==> config.mk <==
export PLATFORM = sky130hd
export DESIGN_NAME = instr_fetch_unit
export DESIGN_NICKNAME = d
export VERILOG_FILES = /design/src/rtl/fetch_pkg.sv /design/src/rtl/fetch_skid_buf.sv /design/src/rtl/instr_fetch_unit.sv
export SDC_FILE = /design/constraint.sdc
export NUM_CORES = 1
export LEC_CHECK = 0
export CAP_MARGIN = 25
export CORE_MARGIN = 1
export CORE_UTILIZATION = 45
export CTS_CLUSTER_DIAMETER = 50
export DETAILED_ROUTE_END_ITERATION = 8
export GPL_ROUTABILITY_DRIVEN = 0
export GPL_TIMING_DRIVEN = 0
export PLACE_DENSITY = 0.75
export SETUP_SLACK_MARGIN = 0.2
export SLEW_MARGIN = 20
export SYNTH_ARGS = -nofsm -noshare
export SYNTH_HDL_FRONTEND = slang
export SYNTH_SLANG_ARGS = --single-unit
==> constraint.sdc <==
create_clock -name clk_i -period 4.4 [get_ports clk_i]
set_input_delay 0.66 -clock clk_i [delete_from_list [all_inputs] [get_ports clk_i]]
set_output_delay 0.66 -clock clk_i [all_outputs]
set_load 0.02 [all_outputs]
==> src/rtl/fetch_pkg.sv <==
// Shared types for the instruction fetch stage: fetch FSM states and skid-buffer sizing.
package fetch_pkg;

    typedef enum logic [1:0] {
        IDLE,
        REQ,
        WAIT,
        DRAIN
    } fetch_state_e;

    localparam int unsigned BUF_DEPTH = 2;
    localparam int unsigned CNT_W     = $clog2(BUF_DEPTH + 1);
    localparam int unsigned PTR_W     = $clog2(BUF_DEPTH);

endpackage

==> src/rtl/fetch_skid_buf.sv <==
// Two-entry FIFO holding fetched instructions ahead of the control unit.
// flush_i wins over push_i and pop_i.
module fetch_skid_buf
    import fetch_pkg::*;
#(
    parameter int unsigned WIDTH = 32
) (
    input  logic             clk_i,
    input  logic             rst_ni,
    input  logic             flush_i,
    input  logic             push_i,
    input  logic [WIDTH-1:0] data_i,
    input  logic             pop_i,
    output logic [WIDTH-1:0] data_o,
    output logic             empty_o,
    output logic [CNT_W-1:0] count_o
);

    localparam logic [CNT_W-1:0] CNT_FULL = CNT_W'(BUF_DEPTH);
    localparam logic [CNT_W-1:0] CNT_ONE  = CNT_W'(1);
    localparam logic [PTR_W-1:0] PTR_ONE  = PTR_W'(1);

    logic [WIDTH-1:0] r_mem [BUF_DEPTH];
    logic [PTR_W-1:0] r_rd_ptr;
    logic [PTR_W-1:0] r_wr_ptr;
    logic [CNT_W-1:0] r_count;

    logic w_do_pop;
    logic w_do_push;

    assign w_do_pop  = pop_i && (r_count != '0);
    // A full buffer still accepts a push when it is popped in the same cycle.
    assign w_do_push = push_i && ((r_count != CNT_FULL) || w_do_pop);

    always_ff @(posedge clk_i or negedge rst_ni) begin
        if (!rst_ni) begin
            for (int unsigned i = 0; i < BUF_DEPTH; i++) begin
                r_mem[i] <= '0;
            end
            r_rd_ptr <= '0;
            r_wr_ptr <= '0;
            r_count  <= '0;
        end else if (flush_i) begin
            r_rd_ptr <= '0;
            r_wr_ptr <= '0;
            r_count  <= '0;
        end else begin
            if (w_do_push) begin
                r_mem[r_wr_ptr] <= data_i;
                r_wr_ptr        <= r_wr_ptr + PTR_ONE;
            end
            if (w_do_pop) begin
                r_rd_ptr <= r_rd_ptr + PTR_ONE;
            end
            case ({w_do_push, w_do_pop})
                2'b10:   r_count <= r_count + CNT_ONE;
                2'b01:   r_count <= r_count - CNT_ONE;
                default: r_count <= r_count;
            endcase
        end
    end

    assign data_o  = r_mem[r_rd_ptr];
    assign empty_o = (r_count == '0);
    assign count_o = r_count;

endmodule

==> src/rtl/instr_fetch_unit.sv <==
// Fetch stage: PC, single-outstanding imem req/gnt/rvalid, 2-entry skid buffer, redirect.
// Optional performance counters are enabled with `define INSTR_FETCH_PERF_EN.
module instr_fetch_unit
    import fetch_pkg::*;
#(
    parameter int unsigned           WIDTH      = 32,
    parameter int unsigned           ADDR_WIDTH = 32,
    parameter logic [ADDR_WIDTH-1:0] RESET_PC   = '0,
    parameter int unsigned           PC_STEP    = 4
) (
    input  logic                  clk_i,
    input  logic                  rst_ni,
    input  logic                  enable_i,
    input  logic                  redirect_valid_i,
    input  logic [ADDR_WIDTH-1:0] redirect_pc_i,
    output logic                  imem_req_o,
    output logic [ADDR_WIDTH-1:0] imem_addr_o,
    input  logic                  imem_gnt_i,
    input  logic                  imem_rvalid_i,
    input  logic [WIDTH-1:0]      imem_rdata_i,
    output logic [WIDTH-1:0]      instr_o,
    output logic                  valid_o,
    input  logic                  stall_i,
`ifdef INSTR_FETCH_PERF_EN
    output logic [31:0]           perf_fetched_o,
    output logic [31:0]           perf_stall_o,
`endif
    output logic [ADDR_WIDTH-1:0] pc_o
);

    localparam logic [ADDR_WIDTH-1:0] PC_INC  = ADDR_WIDTH'(PC_STEP);
    localparam logic [CNT_W-1:0]      CNT_ONE = CNT_W'(1);

    fetch_state_e          r_state;
    fetch_state_e          w_state_next;
    logic [ADDR_WIDTH-1:0] r_pc;
    logic [ADDR_WIDTH-1:0] w_pc_next;
    logic                  r_req;
    logic                  w_req_next;
    logic [ADDR_WIDTH-1:0] r_addr;
    logic [ADDR_WIDTH-1:0] w_addr_next;

    logic             w_push;
    logic             w_pop;
    logic             w_empty;
    logic [CNT_W-1:0] w_count;
    logic [WIDTH-1:0] w_head;

    // A redirect cancels both the buffered data and any pop in the same cycle.
    assign w_pop  = !w_empty && !stall_i && !redirect_valid_i;
    assign w_push = (r_state == WAIT) && imem_rvalid_i && !redirect_valid_i;

    fetch_skid_buf #(
        .WIDTH (WIDTH)
    ) u_skid_buf (
        .clk_i   (clk_i),
        .rst_ni  (rst_ni),
        .flush_i (redirect_valid_i),
        .push_i  (w_push),
        .data_i  (imem_rdata_i),
        .pop_i   (w_pop),
        .data_o  (w_head),
        .empty_o (w_empty),
        .count_o (w_count)
    );

    always_ff @(posedge clk_i or negedge rst_ni) begin
        if (!rst_ni) begin
            r_state <= IDLE;
            r_pc    <= RESET_PC;
            r_req   <= 1'b0;
            r_addr  <= '0;
        end else begin
            r_state <= w_state_next;
            r_pc    <= w_pc_next;
            r_req   <= w_req_next;
            r_addr  <= w_addr_next;
        end
    end

    always_comb begin
        w_state_next = r_state;
        w_pc_next    = r_pc;
        w_req_next   = r_req;
        w_addr_next  = r_addr;

        unique case (r_state)
            IDLE: begin
                if (!redirect_valid_i && enable_i && (w_count <= CNT_ONE)) begin
                    w_state_next = REQ;
                    w_req_next   = 1'b1;
                    w_addr_next  = r_pc;
                end
            end
            REQ: begin
                if (imem_gnt_i) begin
                    w_req_next   = 1'b0;
                    w_pc_next    = r_pc + PC_INC;
                    w_state_next = redirect_valid_i ? DRAIN : WAIT;
                end else if (redirect_valid_i) begin
                    w_req_next   = 1'b0;
                    w_state_next = IDLE;
                end
            end
            WAIT: begin
                if (redirect_valid_i) begin
                    w_state_next = imem_rvalid_i ? IDLE : DRAIN;
                end else if (imem_rvalid_i) begin
                    // Back-to-back issue only if the buffer keeps a free slot after this push.
                    if (enable_i && ((w_count == '0) || w_pop)) begin
                        w_state_next = REQ;
                        w_req_next   = 1'b1;
                        w_addr_next  = r_pc;
                    end else begin
                        w_state_next = IDLE;
                    end
                end
            end
            DRAIN: begin
                if (imem_rvalid_i) begin
                    w_state_next = IDLE;
                end
            end
            default: begin
                w_state_next = IDLE;
            end
        endcase

        if (redirect_valid_i) begin
            w_pc_next = redirect_pc_i;
        end
    end

    assign imem_req_o  = r_req;
    assign imem_addr_o = r_addr;
    assign instr_o     = w_head;
    assign valid_o     = !w_empty;
    assign pc_o        = r_pc;

`ifdef INSTR_FETCH_PERF_EN
    logic [31:0] r_perf_fetched;
    logic [31:0] r_perf_stall;

    always_ff @(posedge clk_i or negedge rst_ni) begin
        if (!rst_ni) begin
            r_perf_fetched <= '0;
            r_perf_stall   <= '0;
        end else begin
            if (w_push) begin
                r_perf_fetched <= r_perf_fetched + 32'd1;
            end
            if (!w_empty && stall_i) begin
                r_perf_stall <= r_perf_stall + 32'd1;
            end
        end
    end

    assign perf_fetched_o = r_perf_fetched;
    assign perf_stall_o   = r_perf_stall;
`endif

endmodule

==> impl_metrics.ini, run 1 <==
[critical_path]
crit_path_end = instr_o[29]
slowest_stage = clkdlybuf4s50_1
crit_cells = 4
worstSetupStartpointType = register
setup.worst_path.start = u_skid_buf.r_rd_ptr
cp-end-kind = output pin
path_class = register to output pin
r2r_cells = 9
worstReg2RegStart = u_skid_buf.count_o[1]
path_buf_inv = 3
arrival_ns = 2.49
required_ns = 3.74
crit_path_max_fanout = 10
cpPeakStageDelay_ns = 0.56
cpMostUsedCell = clkbuf_1
ff2ff_setup_slack_ns = 2.20
critPathTopFamily = buffers and inverters
crit_path_cell_trace = clkbuf_1 -> clkbuf_1 -> mux2_2 -> clkdlybuf4s50_1
r2r-end = u_skid_buf.r_mem[44]

[placement]
post-dp-hpwl_mm = 10.6
place_inst = 836
io_buffers = 168
placed_cell_area_um2 = 8200
post-place-ws_ns = 1.56

[global_route]
antenna_found_initial = 0
grt_max_degree = 77
grtUsageTotal_pct = 22.4
grt_pass1_vias = 4780
grt-ovfl-total = 0
grt_pass1_wl_mm = 24.8

[timing]
worstMarginPinSlew_ns = 0.635
fin_worst_skew_ns = 0.00630
rsz0062_at_grt = no
slew_violations = 0
fin_ws_ns = 1.25
setup_viol = 0
slew_headroom_pct = 57.7
fin_crit_sh_pct = 71.6
hold_viol = 0
finalCriticalPeriod_ns = 3.15
timing.fmax_ghz = 0.317

[power_and_ir_drop]
irDropWorstVdd_v = 0.000366
netSwitchingPower_mw = 1.81
pwr-share-comb_pct = 39.8
total_power_mw = 5.87
seqPwrFrac_pct = 32.8
clkPwrFrac_pct = 27.4
power_density_nw_per_um2 = 662
leakage_nw = 3.76
intPower_mw = 4.06
p_sw_share_pct = 30.9

[routing]
wl_mm = 15.0
route.detailed.drc = 0
drt-wirelength-per-cell_um = 17.3
drtAntennaViolNets = 0
vias = 4490
drt_iter0_drc = 213
first_pass_iters = 5
drt-vias-per-instance = 5.19

[clock_tree]
clk_path_buf_depth = 2
cts-resized-gates = 0
htreeDepth = 4
post_cts_buffers = 0
numClockSinks = 135
clock_latency_ns = 0.42
root_buffer = clkbuf_16
cts_tree = built
numCtsBuffers = 17
cts.hold.buffers_added = 0
clk_pin_slew_ns = 0.05

[synth]
synth_area_leader_cell = dfrtp_1
postSynthNetCount = 566
synth.distinct_cells = 52
syn_avg_cell_area_um2 = 12.8
yosysTopAreaCellShare_pct = 53.9
synth_warnings = 0
synth_area_leaders = dfrtp_1, mux2_2, xnor2_1
yosysSeqAreaShare_pct = 53.9
synth_edf_count = 0
synth_area_um2 = 6260
synthFlopType = dfrtp_1
async_flop_share_pct = 100
syn_inst = 491
synth_seq_cells = 135

[finish]
stdcell_count = 865
nets = 754
regArea_um2 = 3380
syn2layout_area_growth_pct = 41.5
multi_input_area_um2 = 2710
design_area_um2 = 8860
fillers = 998
drive_above_1_share_pct = 27.3
diodes = 0
post-route-util_pct = 66.1

[floorplan]
ios = 169
start_util_pct = 46.7
rows = 42
die_h_um = 120
die_w_um = 120
core_area_um2 = 13400
die_area_um2 = 14400

[min_path]
hold_path.class = input pin to asynchronous set/reset pin

[job]
drv_cap = 0

[outcome]
status = finished, final reports clean
==> cells by family after synthesis <==
| logic type | count (synthesis) | synth area share (%) |
|---|---|---|
| adders and majority gates | 4 | 0.799 |
| buffers and inverters | 33 | 2.88 |
| DFF | 135 | 53.9 |
| and+or+nand+nor | 112 | 10.1 |
| muxes | 135 | 24.2 |
| xor gates and xnor gates | 30 | 4.19 |
| AOI/OAI and AO/OA | 42 | 3.90 |
==> synth_stat cells (all sizes together) (3+ instances only) <==
cell type    n
a211oi       3
a21oi        3
and2         3
and3         3
and4         4
buf         15
clkbuf      11
dfrtp      135
ha           4
inv          7
mux2       133
nand2       43
nand2b       3
nand3        7
nand4        8
nor2        15
nor3        12
nor4         5
o21ai       27
xnor2       22
xor2         8
==> layout make-up <==
class,count,area share [%]
inverter,7,0.296
tap,176,2.48
sequential,135,38.1
buffer,26,1.74
multi-input combinational,323,30.5
timing repair buffer,169,19.3
clock inverter,9,2.23
clock buffer,20,5.27
==> power by group through the flow <==
stage               clock network (mW)  registers (mW)  logic [mW]
floorplan                            0            2.11        1.16
global placement                     0            1.91        2.31
detailed placement                   0            1.95        2.35
CTS                               1.63            1.93        2.37
global route                      1.70            1.99        2.49
finish                            1.61            1.93        2.34
==> through the flow <==
stage	hold slack, ns	TNS (ns)
3_3_place_gp	0.461	-337.27
5_1_grt	0.191	0
6_report	0.162	0
4_1_cts	0.172	0
2_1_floorplan	0.364	0
3_5_place_dp	0.473	0
==> flip-flops by register name, indices dropped and copies added, names as in the netlist <==
name                 cells
imem_addr_o             32
imem_req_o               1
pc_o                    32
r_state                  2
u_skid_buf.count_o       2
u_skid_buf.r_mem        64
u_skid_buf.r_rd_ptr      1
u_skid_buf.r_wr_ptr      1
==> worst reg2reg max path: cells and delay by family (launching register included) <==
family	cells	cell delay, ns
simple gates	4	0.63
buf+inv	3	0.50
flops	1	0.39
mux	1	0.36
fa+ha+maj	1	0.21
==> cells in the final DEF, fill, tap and decap left out, drive strengths merged, types with 4 or more instances in the layout <==
cell type,synthesis,layout
xnor2,22,22
o21ai,27,27
buf,15,17
nor3,12,12
clkbuf,11,31
nor2,15,15
and4,4,4
bufinv,0,6
clkdlybuf4s50,0,167
dfrtp,135,135
nand2,43,43
inv,7,7
nor4,5,5
xor2,8,8
ha,4,4
nand4,8,8
mux2,133,133
nand3,7,7
==> per-layer routing <==
layer	up-vias	GRT usage [%]	share of wire [%]
li1	2116	-	-
met1	2222	28.6	44
met2	129	36.5	50
met3	23	5.47	4.9
met4	0	9.14	1.9
met5	-	0	0
==> worst min-delay path by stage <==
stage / startpoint / endpoint / slack [ns] / cells after the start
floorplan: rst_ni / imem_addr_o[0] / 0.36 / 0
global placement: imem_req_o / imem_req_o / 0.46 / 1
detailed placement: imem_req_o / imem_req_o / 0.47 / 1
CTS: rst_ni / imem_addr_o[10] / 0.17 / 1
global route: rst_ni / imem_addr_o[10] / 0.19 / 1
finish: rst_ni / imem_addr_o[10] / 0.16 / 1
No activity file was read; power rests on OpenSTA's default activity.
==> run 2, diff against run 1 <==
--- a/config.mk
+++ b/config.mk
@@ -7,12 +7,12 @@
 export LEC_CHECK = 0
 export CAP_MARGIN = 25
 export CORE_MARGIN = 1
-export CORE_UTILIZATION = 45
+export CORE_UTILIZATION = 44
 export CTS_CLUSTER_DIAMETER = 50
 export DETAILED_ROUTE_END_ITERATION = 8
 export GPL_ROUTABILITY_DRIVEN = 0
 export GPL_TIMING_DRIVEN = 0
-export PLACE_DENSITY = 0.75
+export PLACE_DENSITY = 0.77
 export SETUP_SLACK_MARGIN = 0.2
 export SLEW_MARGIN = 20
 export SYNTH_ARGS = -nofsm -noshare
==> constraint.sdc (replaced) <==
create_clock -name clk_i -period 2.7 [get_ports clk_i]
set_input_delay 0.405 -clock clk_i [delete_from_list [all_inputs] [get_ports clk_i]]
set_output_delay 0.405 -clock clk_i [all_outputs]
set_load 0.02 [all_outputs]
==> impl_metrics.ini, run 2 (synthesis gave the netlist of run 1 again) <==
[placement]
post-place-ws_ns = 0.0928
io_buffers = 168
post-dp-hpwl_mm = 10.9
placed_cell_area_um2 = 8200
place_inst = 840

[power_and_ir_drop]
irDropWorstVdd_v = 0.000566
power_density_nw_per_um2 = 1040
leakage_nw = 3.96

[min_path]
hold_path.class = input pin to asynchronous set/reset pin

[finish]
final_cell_mix = clkdlybuf4s50_1, dfrtp_1, mux2_2
top_register = u_skid_buf.r_mem
final_common_cell = clkdlybuf4s50_1
diodes = 0
nets = 755
largest_reg_flops = 64
stdcell_count = 873
design_area_um2 = 8870
drive_above_1_share_pct = 27.6
syn2layout_area_growth_pct = 41.7

[routing]
drtAntennaViolNets = 0
drt-wirelength-per-cell_um = 17.2
wl_mm = 15.0
vias = 4591
route.detailed.drc = 0
drt-vias-per-instance = 5.26
drt_iter0_drc = 205
first_pass_iters = 6

[critical_path]
r2r-end = u_skid_buf.r_mem[34]
path_class = register to output pin
worstSetupStartpointType = register
path_buf_inv = 3
cp-end-kind = output pin
critPathTopFamily = buffers and inverters
arrival_ns = 1.99
cpPeakStageDelay_ns = 0.53
crit_path_cell_trace = buf_2 -> buf_6 -> mux2_2 -> clkdlybuf4s50_1
worstReg2RegStart = u_skid_buf.count_o[1]
crit_path_max_fanout = 10
ff2ff_setup_slack_ns = 0.50
r2r_cells = 9
slowest_stage = clkdlybuf4s50_1
required_ns = 2.30
setup.worst_path.start = u_skid_buf.r_rd_ptr

[clock_tree]
numClockSinks = 135
root_buffer = clkbuf_16
clk_path_buf_depth = 2
cts_tree = built
numCtsBuffers = 17
clk_pin_slew_ns = 0.06
htreeDepth = 4
clock_latency_ns = 0.42

[global_route]
grt_pass1_wl_mm = 24.3
grt_max_degree = 98
grt_pass1_vias = 4730
antenna_found_initial = 0
grtUsageTotal_pct = 21.9
grt-ovfl-total = 0

[timing]
timing.fmax_ghz = 0.417
hold_viol = 0
fin_ws_ns = 0.303
finalCriticalPeriod_ns = 2.40
worstMarginPinSlew_ns = 0.522
fin_worst_skew_ns = 0.00812
rsz0062_at_grt = yes
slew_violations = 0
setup_viol = 0
fin_crit_sh_pct = 88.8
slew_headroom_pct = 65.1

[floorplan]
die_area_um2 = 14700
start_util_pct = 45.1
core_area_um2 = 13900
die_h_um = 121
ios = 169
rows = 43
die_w_um = 121

[outcome]
status = finished, final reports clean

[job]
drv_cap = 0
==> run 2: cell types whose count changed in the layout (fill, tap and decap cells not counted), sizes merged <==
cell	previous run	this run
dlymetal6s2s	0	17
clkbuf	31	32
clkdlybuf4s50	167	142
buf	17	20
dlygate4sd3	0	1
bufinv	6	3
dlygate4sd2	0	8
clkinv	2	3
clkinvlp	1	2
==> run 2: worst max-delay path by stage <==
stage                                 endpoint  slack [ns]  cells after the start
after floorplan           u_skid_buf.r_mem[34]        0.76                      9
after global placement     u_skid_buf.r_mem[2]       -3.90                      1
after detailed placement        imem_addr_o[6]        0.09                      8
after CTS                          instr_o[21]        0.19                      4
after global routing               instr_o[21]        0.19                      4
final                              instr_o[21]        0.30                      4
==> run 2: cell type report <==
type | count | area [µm²]
flip-flops and latches | 135 | 3380
multi-input cells | 323 | 2710
clock inverters | 8 | 120
clock buffers | 24 | 482
inverters | 7 | 26.3
fillers | 1048 | 5010
well taps | 180 | 225
plain buffers | 26 | 180
repair buffers | 170 | 1760
==> run 2: per-stage QoR <==
step | hold slack (ns) | power, mW | TNS (ns) | util (%)
after CTS | 0.451 | 9.37 | 0 | 63.6
final | 0.453 | 9.25 | 0 | 63.9
after detailed placement | 0.304 | 7.03 | 0 | 59.1
after global placement | 0.462 | 6.88 | -525.50 | 58.9
after global routing | 0.482 | 9.73 | 0 | 63.9
after floorplan | 0.109 | 5.32 | 0 | -
==> run 2: what timing repair did <==
item / in CTS / in global routing
endpoints found under the hold margin: 38 / 0
hold buffers: 1 / 0
gates cloned: 0 / 0
setup buffers: 0 / 0
endpoints found under the setup margin: 29 / 21
gates resized for setup: 16 / 22
pin swaps: 0 / 0
==> run 2: report_power, final <==
part	internal (mW)	switching (mW)	leakage (nW)	total (mW)
registers	2.73	0.410	1.70	3.14
clock network	1.52	0.823	0.290	2.34
logic	2.03	1.72	1.97	3.76
==> run 2: metal layers <==
metal | up-vias | share of wire, % | wire length (µm) | GRT usage, %
met5 | - | 0 | 0 | 0
met1 | 2319 | 42 | 6390 | 27.2
met4 | 0 | 1.9 | 286 | 9.80
li1 | 2120 | - | - | -
met3 | 20 | 4.9 | 740 | 5.50
met2 | 132 | 51 | 7630 | 35.8
==> run 2: worst reg2reg max path, cell delays in order (launching register included) <==
cell and delay, ns:
dfrtp_1 0.39, inv_1 0.09, ha_1 0.20, or2_1 0.21, clkbuf_1 0.18, nand2_1 0.14
nand2_1 0.11, nor2_4 0.17, buf_4 0.23, mux2_2 0.36
